--- config.mk ---
export PLATFORM = sky130hd
export DESIGN_NAME = alu_exec_ctrl
export DESIGN_NICKNAME = d
export VERILOG_FILES = /design/src/rtl/alu_exec_ctrl.sv
export SDC_FILE = /design/constraint.sdc
export NUM_CORES = 1
export LEC_CHECK = 0
export BUFFER_PORTS_ARGS = -buffer_cell sky130_fd_sc_hd__buf_2
export CAP_MARGIN = 20
export CORE_MARGIN = 2
export CORE_UTILIZATION = 50
export CTS_CLUSTER_DIAMETER = 120
export CTS_CLUSTER_SIZE = 24
export DETAILED_ROUTE_END_ITERATION = 16
export GPL_ROUTABILITY_DRIVEN = 0
export MAX_ROUTING_LAYER = met4
export PLACE_DENSITY_LB_ADDON = 0.1
export SLEW_MARGIN = 20
export SYNTH_ARGS = -nofsm -noshare
export SYNTH_HDL_FRONTEND = slang
export SYNTH_SLANG_ARGS = --single-unit
--- constraint.sdc ---
create_clock -name clk -period 2.4 [get_ports clk]
set_input_delay 0.48 -clock clk [delete_from_list [all_inputs] [get_ports clk]]
set_output_delay 0.48 -clock clk [all_outputs]
set_load 0.02 [all_outputs]
--- src/rtl/alu_exec_ctrl.sv ---
// Execute-stage controller feeding a 16-bit ALU: accepts 3-operand register
// instructions, reads an 8x16 register file, drives the ALU, and writes the result back.
module alu_exec_ctrl #(
    parameter int ALU_LATENCY = 1
) (
    input  logic        clk,
    input  logic        rst_n,
    input  logic        instr_valid,
    output logic        instr_ready,
    input  logic [15:0] instr,
    input  logic        ext_we,
    input  logic [2:0]  ext_addr,
    input  logic [15:0] ext_wdata,
    input  logic [2:0]  dbg_addr,
    output logic [15:0] dbg_data,
    output logic [15:0] alu_a,
    output logic [15:0] alu_b,
    output logic [2:0]  alu_opcode,
    input  logic [15:0] alu_result,
    input  logic        alu_zero,
    output logic        done,
    output logic        zero_flag,
    output logic        err
);
    localparam logic [1:0] ST_IDLE = 2'd0;
    localparam logic [1:0] ST_EXEC = 2'd1;
    localparam logic [1:0] ST_WB   = 2'd2;

    localparam logic [2:0] OP_DIV     = 3'b011;
    localparam logic [2:0] OP_ILLEGAL = 3'b111;

    logic [1:0]  state_reg;
    logic [15:0] regs_reg [8];
    logic [2:0]  rd_reg;
    logic [2:0]  op_reg;
    logic [3:0]  cnt_reg;
    logic [15:0] res_reg;
    logic        zcap_reg;
    logic        accept;
    logic        fault;

    // External writes take priority over instruction acceptance in IDLE.
    assign instr_ready = (state_reg == ST_IDLE) && !ext_we;
    assign accept      = instr_valid && instr_ready;
    assign dbg_data    = regs_reg[dbg_addr];
    assign fault       = (op_reg == OP_ILLEGAL) || ((op_reg == OP_DIV) && (alu_b == 16'd0));

    always_ff @(posedge clk or negedge rst_n) begin
        if (!rst_n) begin
            for (int i = 0; i < 8; i++) begin
                regs_reg[i] <= 16'd0;
            end
        end else if ((state_reg == ST_IDLE) && ext_we) begin
            regs_reg[ext_addr] <= ext_wdata;
        end else if ((state_reg == ST_WB) && !fault) begin
            regs_reg[rd_reg] <= res_reg;
        end
    end

    always_ff @(posedge clk or negedge rst_n) begin
        if (!rst_n) begin
            state_reg  <= ST_IDLE;
            alu_a      <= 16'd0;
            alu_b      <= 16'd0;
            alu_opcode <= 3'd0;
            rd_reg     <= 3'd0;
            op_reg     <= 3'd0;
            cnt_reg    <= 4'd0;
            res_reg    <= 16'd0;
            zcap_reg   <= 1'b0;
            zero_flag  <= 1'b0;
            done       <= 1'b0;
            err        <= 1'b0;
        end else begin
            done <= 1'b0;
            err  <= 1'b0;
            case (state_reg)
                ST_IDLE: begin
                    if (accept) begin
                        alu_a      <= regs_reg[instr[9:7]];
                        alu_b      <= regs_reg[instr[6:4]];
                        alu_opcode <= instr[15:13];
                        op_reg     <= instr[15:13];
                        rd_reg     <= instr[12:10];
                        cnt_reg    <= 4'(ALU_LATENCY - 1);
                        state_reg  <= ST_EXEC;
                    end
                end
                ST_EXEC: begin
                    // Counter runs down so the capture edge is E0+ALU_LATENCY.
                    if (cnt_reg == 4'd0) begin
                        res_reg   <= alu_result;
                        zcap_reg  <= alu_zero;
                        state_reg <= ST_WB;
                    end else begin
                        cnt_reg <= cnt_reg - 4'd1;
                    end
                end
                ST_WB: begin
                    if (fault) begin
                        err <= 1'b1;
                    end else begin
                        zero_flag <= zcap_reg;
                    end
                    done      <= 1'b1;
                    state_reg <= ST_IDLE;
                end
                default: state_reg <= ST_IDLE;
            endcase
        end
    end
endmodule

## Yosys cells after proc, flatten, opt, wreduce, memory -nomap -nowiden

Index checks and enable logic that the tools add are counted.

| cells by class | value |
|---|---|
| $add $sub $neg | 1 |
| magnitude comparators | 7 |
| equality and inequality tests | 7 |
| multiplexer cells | 26 |
| bitwise logic cells | 6 |
| reduce and logical (&&, ||, !) cells | 20 |

Operators with widths:

| operator | number |
|---|---|
| bitwise mux 128 bit | 2 |
| 2-to-1 mux 128 bit | 2 |
| binary-select mux 16 bit (select 3 bit) | 3 |
| 2-to-1 mux 16 bit | 8 |
| demux 16 bit (select 3 bit) | 2 |
| >= comparator 4 bit (second input constant) | 5 |
| inverter 3 -> 4 bit | 5 |
| logical NOT 16 bit | 1 |
| less-than comparator 4 x 1 -> 1 bit (second input constant) | 2 |
| 2-to-1 mux 4 bit | 2 |
| case mux 4 bit (2 select lines) | 1 |
| AND reduction 2 bit | 4 |
| logical AND 1 bit | 7 |
| inequality test 2 bit (second input constant) | 3 |
| logical NOT 4 bit | 1 |
| 2-to-1 mux 2 bit | 2 |
| case mux 2 bit (2 select lines) | 1 |
| nonzero test 2 bit | 2 |
| subtractor 4 x 1 -> 4 bit (second input constant) | 1 |
| == test 3 x 2 -> 1 bit (second input constant) | 1 |
| == test 3 bit (second input constant) | 1 |
| 2-to-1 mux 1 bit | 3 |
| AND reduction 3 bit | 1 |
| == test 2 x 1 -> 1 bit (second input constant) | 1 |
| 5 further kinds | 6 |

| word-level totals | value |
|---|---|
| register bits | 192 |
| word-level logic and storage cells | 86 |

## Logic depth before layout (Yosys ltp)

| depth | value |
|---|---|
| depth in word-level cells | 8 |
| gate-level depth with buffers | 7 |

## Worst setup path after synthesis

No wires, ideal clock.

| path | value |
|---|---|
| path kind | input to output |
| start | input dbg_addr[0] |
| end | output dbg_data[0] |
| arrival | 1.841 ns |
| required time | 1.920 ns |
| setup slack | 0.079 ns |
| cell stages on the path | 4 |
| path buffers | 2 |
| cell sequence | clkbuf_1 -> buf_2 -> mux4_2 -> mux2_2 |

| on the way | value |
|---|---|
| cells in the longest elaborated chain, start to end | 4 |

RTL lines:

| element | RTL line | RTL |
|---|---|---|
| from (decl) | 14 | `input logic [2:0] dbg_addr,` |
| inverter 3 -> 4 bit (implied by the code) | 45 | `assign dbg_data = regs_reg[dbg_addr];` |
| binary-select mux 16 bit (select 3 bit) | 45 |  |
| 2-to-1 mux 16 bit (implied by the code) (2 in a row) | 45 |  |
| to (decl) | 15 | `output logic [15:0] dbg_data,` |

No other way between the ends. The select of a mux whose other input is x is not followed.

## Worst setup path in the final report

| path | value |
|---|---|
| start | register regs_reg[78] (netlist bit) |
| end | output dbg_data[14] |

| on the way | value |
|---|---|
| cells in the longest elaborated chain, start to end | 3 |

RTL lines:

| element | RTL line | RTL |
|---|---|---|
| from (decl) | 33 | `logic [15:0] regs_reg [8];` |
| from (signal, indexed assignment) | 54 | `regs_reg[ext_addr] <= ext_wdata;` |
| from (signal, indexed assignment) | 56 | `regs_reg[rd_reg] <= res_reg;` |
| binary-select mux 16 bit (select 3 bit) | 45 |  |
| 2-to-1 mux 16 bit (implied by the code) (2 in a row) | 45 |  |

No other way between the ends. The select of a mux whose other input is x is not followed.

==> results.md <==
CTS:
- Counting the buffers created by CTS gives 17.
- The number of H-tree levels is 4.
- The tree built by TritonCTS fans out to 192 sinks.
- The clock-pin slew on the worst setup and hold paths is 0.08 ns.
- The total of hold buffers inserted after clock tree synthesis is 1.
- The post-CTS repair timing setup buffer count is 0.
- The root buffer cell is clkbuf_16.
- TritonCTS built the clock tree.
- The maximum clock insertion buffer count is 2.
- The post-cts resize count is 0.
- The clock reaches the later pin of the worst-skew pair after 0.45 ns.

Synth:
- The simple logic cell fraction of the synthesized area is 0.1579.
- After synthesis the netlist holds a flip-flop and latch count of 192.
- The xor-xnor portion of the synthesized cell area is 0.001280.
- Of all cell types, the one taking the most synthesized area is dfrtp_1.
- Synthesis produced a netlist whose cell count is 1337.
- After synthesis, the largest family of logic cells by area is multiplexers.
- The portion of synthesized area spent on multiplexers is 0.2144.
- The flip-flop cell with the highest count after synthesis is dfrtp_1.
- The proportion of synthesized flip-flops having asynchronous set or reset is 1.000.
- The post-synthesis instance area is 13680 um2.
- The Yosys step of the flow raised 0 warnings.
- By count the netlist is led by dfrtp_1, and2_1, nand4_1.
- The post-synthesis adder-cell area fraction is 0.001829.
- The synthesized design contains 0 enable-type register cells.
- By area the synthesized netlist is led by dfrtp_1, mux4_2, a22oi_1.
- The post-synthesis sequential area ratio is 0.3512.
- The fraction of the mapped netlist area in compound gates was 0.2139.
- The number of different library cells used by synthesis comes to 44.
- In this run the mean area of a mapped cell was 10.23 um2.
- Yosys instantiated no cell more often than dfrtp_1.
- The number of nets handed over by synthesis was 1398.
- The area share of the leading cell type in the synthesized netlist is 0.3512.

Power and ir drop:
- The worst IR drop on VDD is 519.7 uV.
- The static leakage is 4.779 nW.
- For this design the ratio of total power to cell area is 1269 nW/um2.
- The overall power after layout is 0.01963 W.

Status:
- The run finished with clean final reports.

Worst setup path:
- STA puts the critical path data required time at 1.92 ns.
- The slowest stage of the critical path belongs to the cell mux4_2.
- The timing startpoint of the critical path is regs_reg[78].
- The maximum net fanout on the critical path is 6.
- The worst setup path is launched from a register.
- The maximum single-stage delay on the critical path is 0.50 ns.
- The setup slack on the worst flop-to-flop path is 0.22 ns.
- The startpoint identified for the worst register-to-register timing path is state_reg[0].
- By startpoint and endpoint, the worst setup path is classified as reg2out.
- The arrival time at the worst endpoint is 1.90 ns.
- The signal on the critical path passes through mux4_2 > mux2_2 > buf_2.
- The worst setup path is captured at an output port.

Timing:
- The worst path in the final design needs a cycle of 2.382 ns, including I/O delays and setup.
- Measured against its own limit, the worst slew margin works out to 0.4402.
- Setup violations remaining at the end of the flow were counted as 0.
- Clock skew on the completed layout was measured at 0.01427 ns.
- The sum of negative setup slack is 0 ns.
- The number of max-slew violations in the final report is 0.
- The fraction of the cycle the final worst path needs is 0.9923.
- For this run, the top clock speed supported by timing is 419.9 MHz.
- Setup repair after global routing left no endpoint under its margin.
- The final-report hold violation count is 0.
- Setup slack on the critical path of the routed design comes to 0.01844 ns.
- The transition at the pin with the smallest max-transition slack is 0.8396 ns.

Flow run:
- The max capacitance violation total is 0.

Route:
- The count of nets left with antenna violations after detail routing is 0.
- The final route contains 13057 vias.
- The mean number of vias per cell is 7.587.
- The number of detailed-routing iterations run before antenna repair is 6.
- The number of DRC markers in iteration 0 is 1893.
- The average wire per standard cell is 30.57 um.
- The remaining design rule violation count is 0.
- The final layout contains routed wiring with a total length of 52.61 mm.

GRT:
- The total routing resource utilization after global routing is 0.3846.
- The number of global-route vias before repair is 12492.
- The initial antenna violation count is 5.
- The maximum number of pins on one net before global-route repair is 83.
- The total overflow reported by the global router is 0.
- The global-route wire length before repair is 80.12 mm.

Finish:
- The share of post-route cells with drive strength above 1 is 0.2802.
- The filler-free cell count of the finished design is 1721.
- The register with the most flip-flops in the layout has 128 of them.
- Compared with the post-synthesis result, the final layout area differs by 13.12%.
- The number of nets in the layout is 1422.
- The final standard cell area without fillers is 15480 um2.

Floorplan:
- After floorplanning, the core was sized to cover 26880 um2.
- After floorplanning, the core was divided into 60 placement rows.
- 114 I/O pins were placed.
- The die is 169.4 um wide.
- The effective utilization at floorplan is 0.5090.
- The die outline height is 169.4 um.
- The full die area is 28700 um2.

Placement:
- The final HPWL from detailed placement is 31.96 mm.
- The cell total after placement is 1682.
- The count of buffers inserted at the top-level ports is 109.
- The area of placed instances is 14850 um2.
- The worst setup slack after placement is 0.05288 ns.

Worst hold path:
- The type of the tightest min-delay check is in2reg.
- The launch instance of the worst min-delay path is alu_result[13].
## layer usage
metal  up-vias  global-route usage  share of wire
li1       5438                   -              -
met1      6521              0.5289           0.40
met2       921              0.5384           0.44
met3       177              0.1024           0.11
met4         0              0.1628          0.042
met5         -                   -              0
## worst max-delay path: cells and delay by family (launching register included)
family,cells,cell delay (ns)
buffers and inverters,1,0.17
muxes,2,0.81
DFF,1,0.47
## logic make-up (layout without fill, tap and decap cells)
logic type / Yosys count / count (layout)
multiplexers: 168 / 168
XOR/XNOR: 2 / 2
AO/OA/AOI/OAI: 422 / 422
adder cells (fa/ha/maj): 2 / 2
buffers and inverters: 196 / 233
flip-flops: 192 / 192
other: 0 / 6
AND/OR/NAND/NOR: 355 / 355
## path summary, 6_finish.rpt
path,cells after the start,end
min reg2reg,1,zero_flag
min,2,res_reg[13]
max,3,dbg_data[14]
max reg2reg,5,regs_reg[88]
min in group asynchronous,2,cnt_reg[3]
max in group asynchronous,3,regs_reg[81]
## power breakdown
| group | internal (W) | switching, W |
|---|---|---|
| registers | 0.00460 | 0.00214 |
| logic | 0.00422 | 0.00567 |
| clock network | 0.00149 | 0.00152 |
## stage by stage
step,hold slack [ns],util
6_report,0.2561,0.5758
5_1_grt,0.2464,0.5757
4_1_cts,0.2483,0.5753
3_5_place_dp,0.4714,0.5527
3_3_place_gp,0.4712,0.5527
2_1_floorplan,0.1844,-
## area by class of cell
| cell class | count | area, um2 |
|---|---|---|
| Fill cell | 2290 | 11400 |
| Multi-Input combinational cell | 949 | 8118 |
| Sequential cell | 192 | 4808 |
| Timing Repair Buffer | 198 | 1500 |
| Tap cell | 341 | 426.7 |
| Clock buffer | 17 | 425.4 |
| Clock inverter | 15 | 171.4 |
| Antenna cell | 6 | 15.01 |
| Inverter | 3 | 11.26 |
## cell usage in the layout, fill, tap and decap left out, types with 38 or more instances in the layout
cell      instances
o211ai_1        128
nand4_1         129
mux4_2           96
mux2_2           40
dfrtp_1         191
and2_1          128
buf_4            66
nor2_1           38
a22oi_1         128
buf_2           108
a31oi_1         128
(Power assumes the default switching activity.)
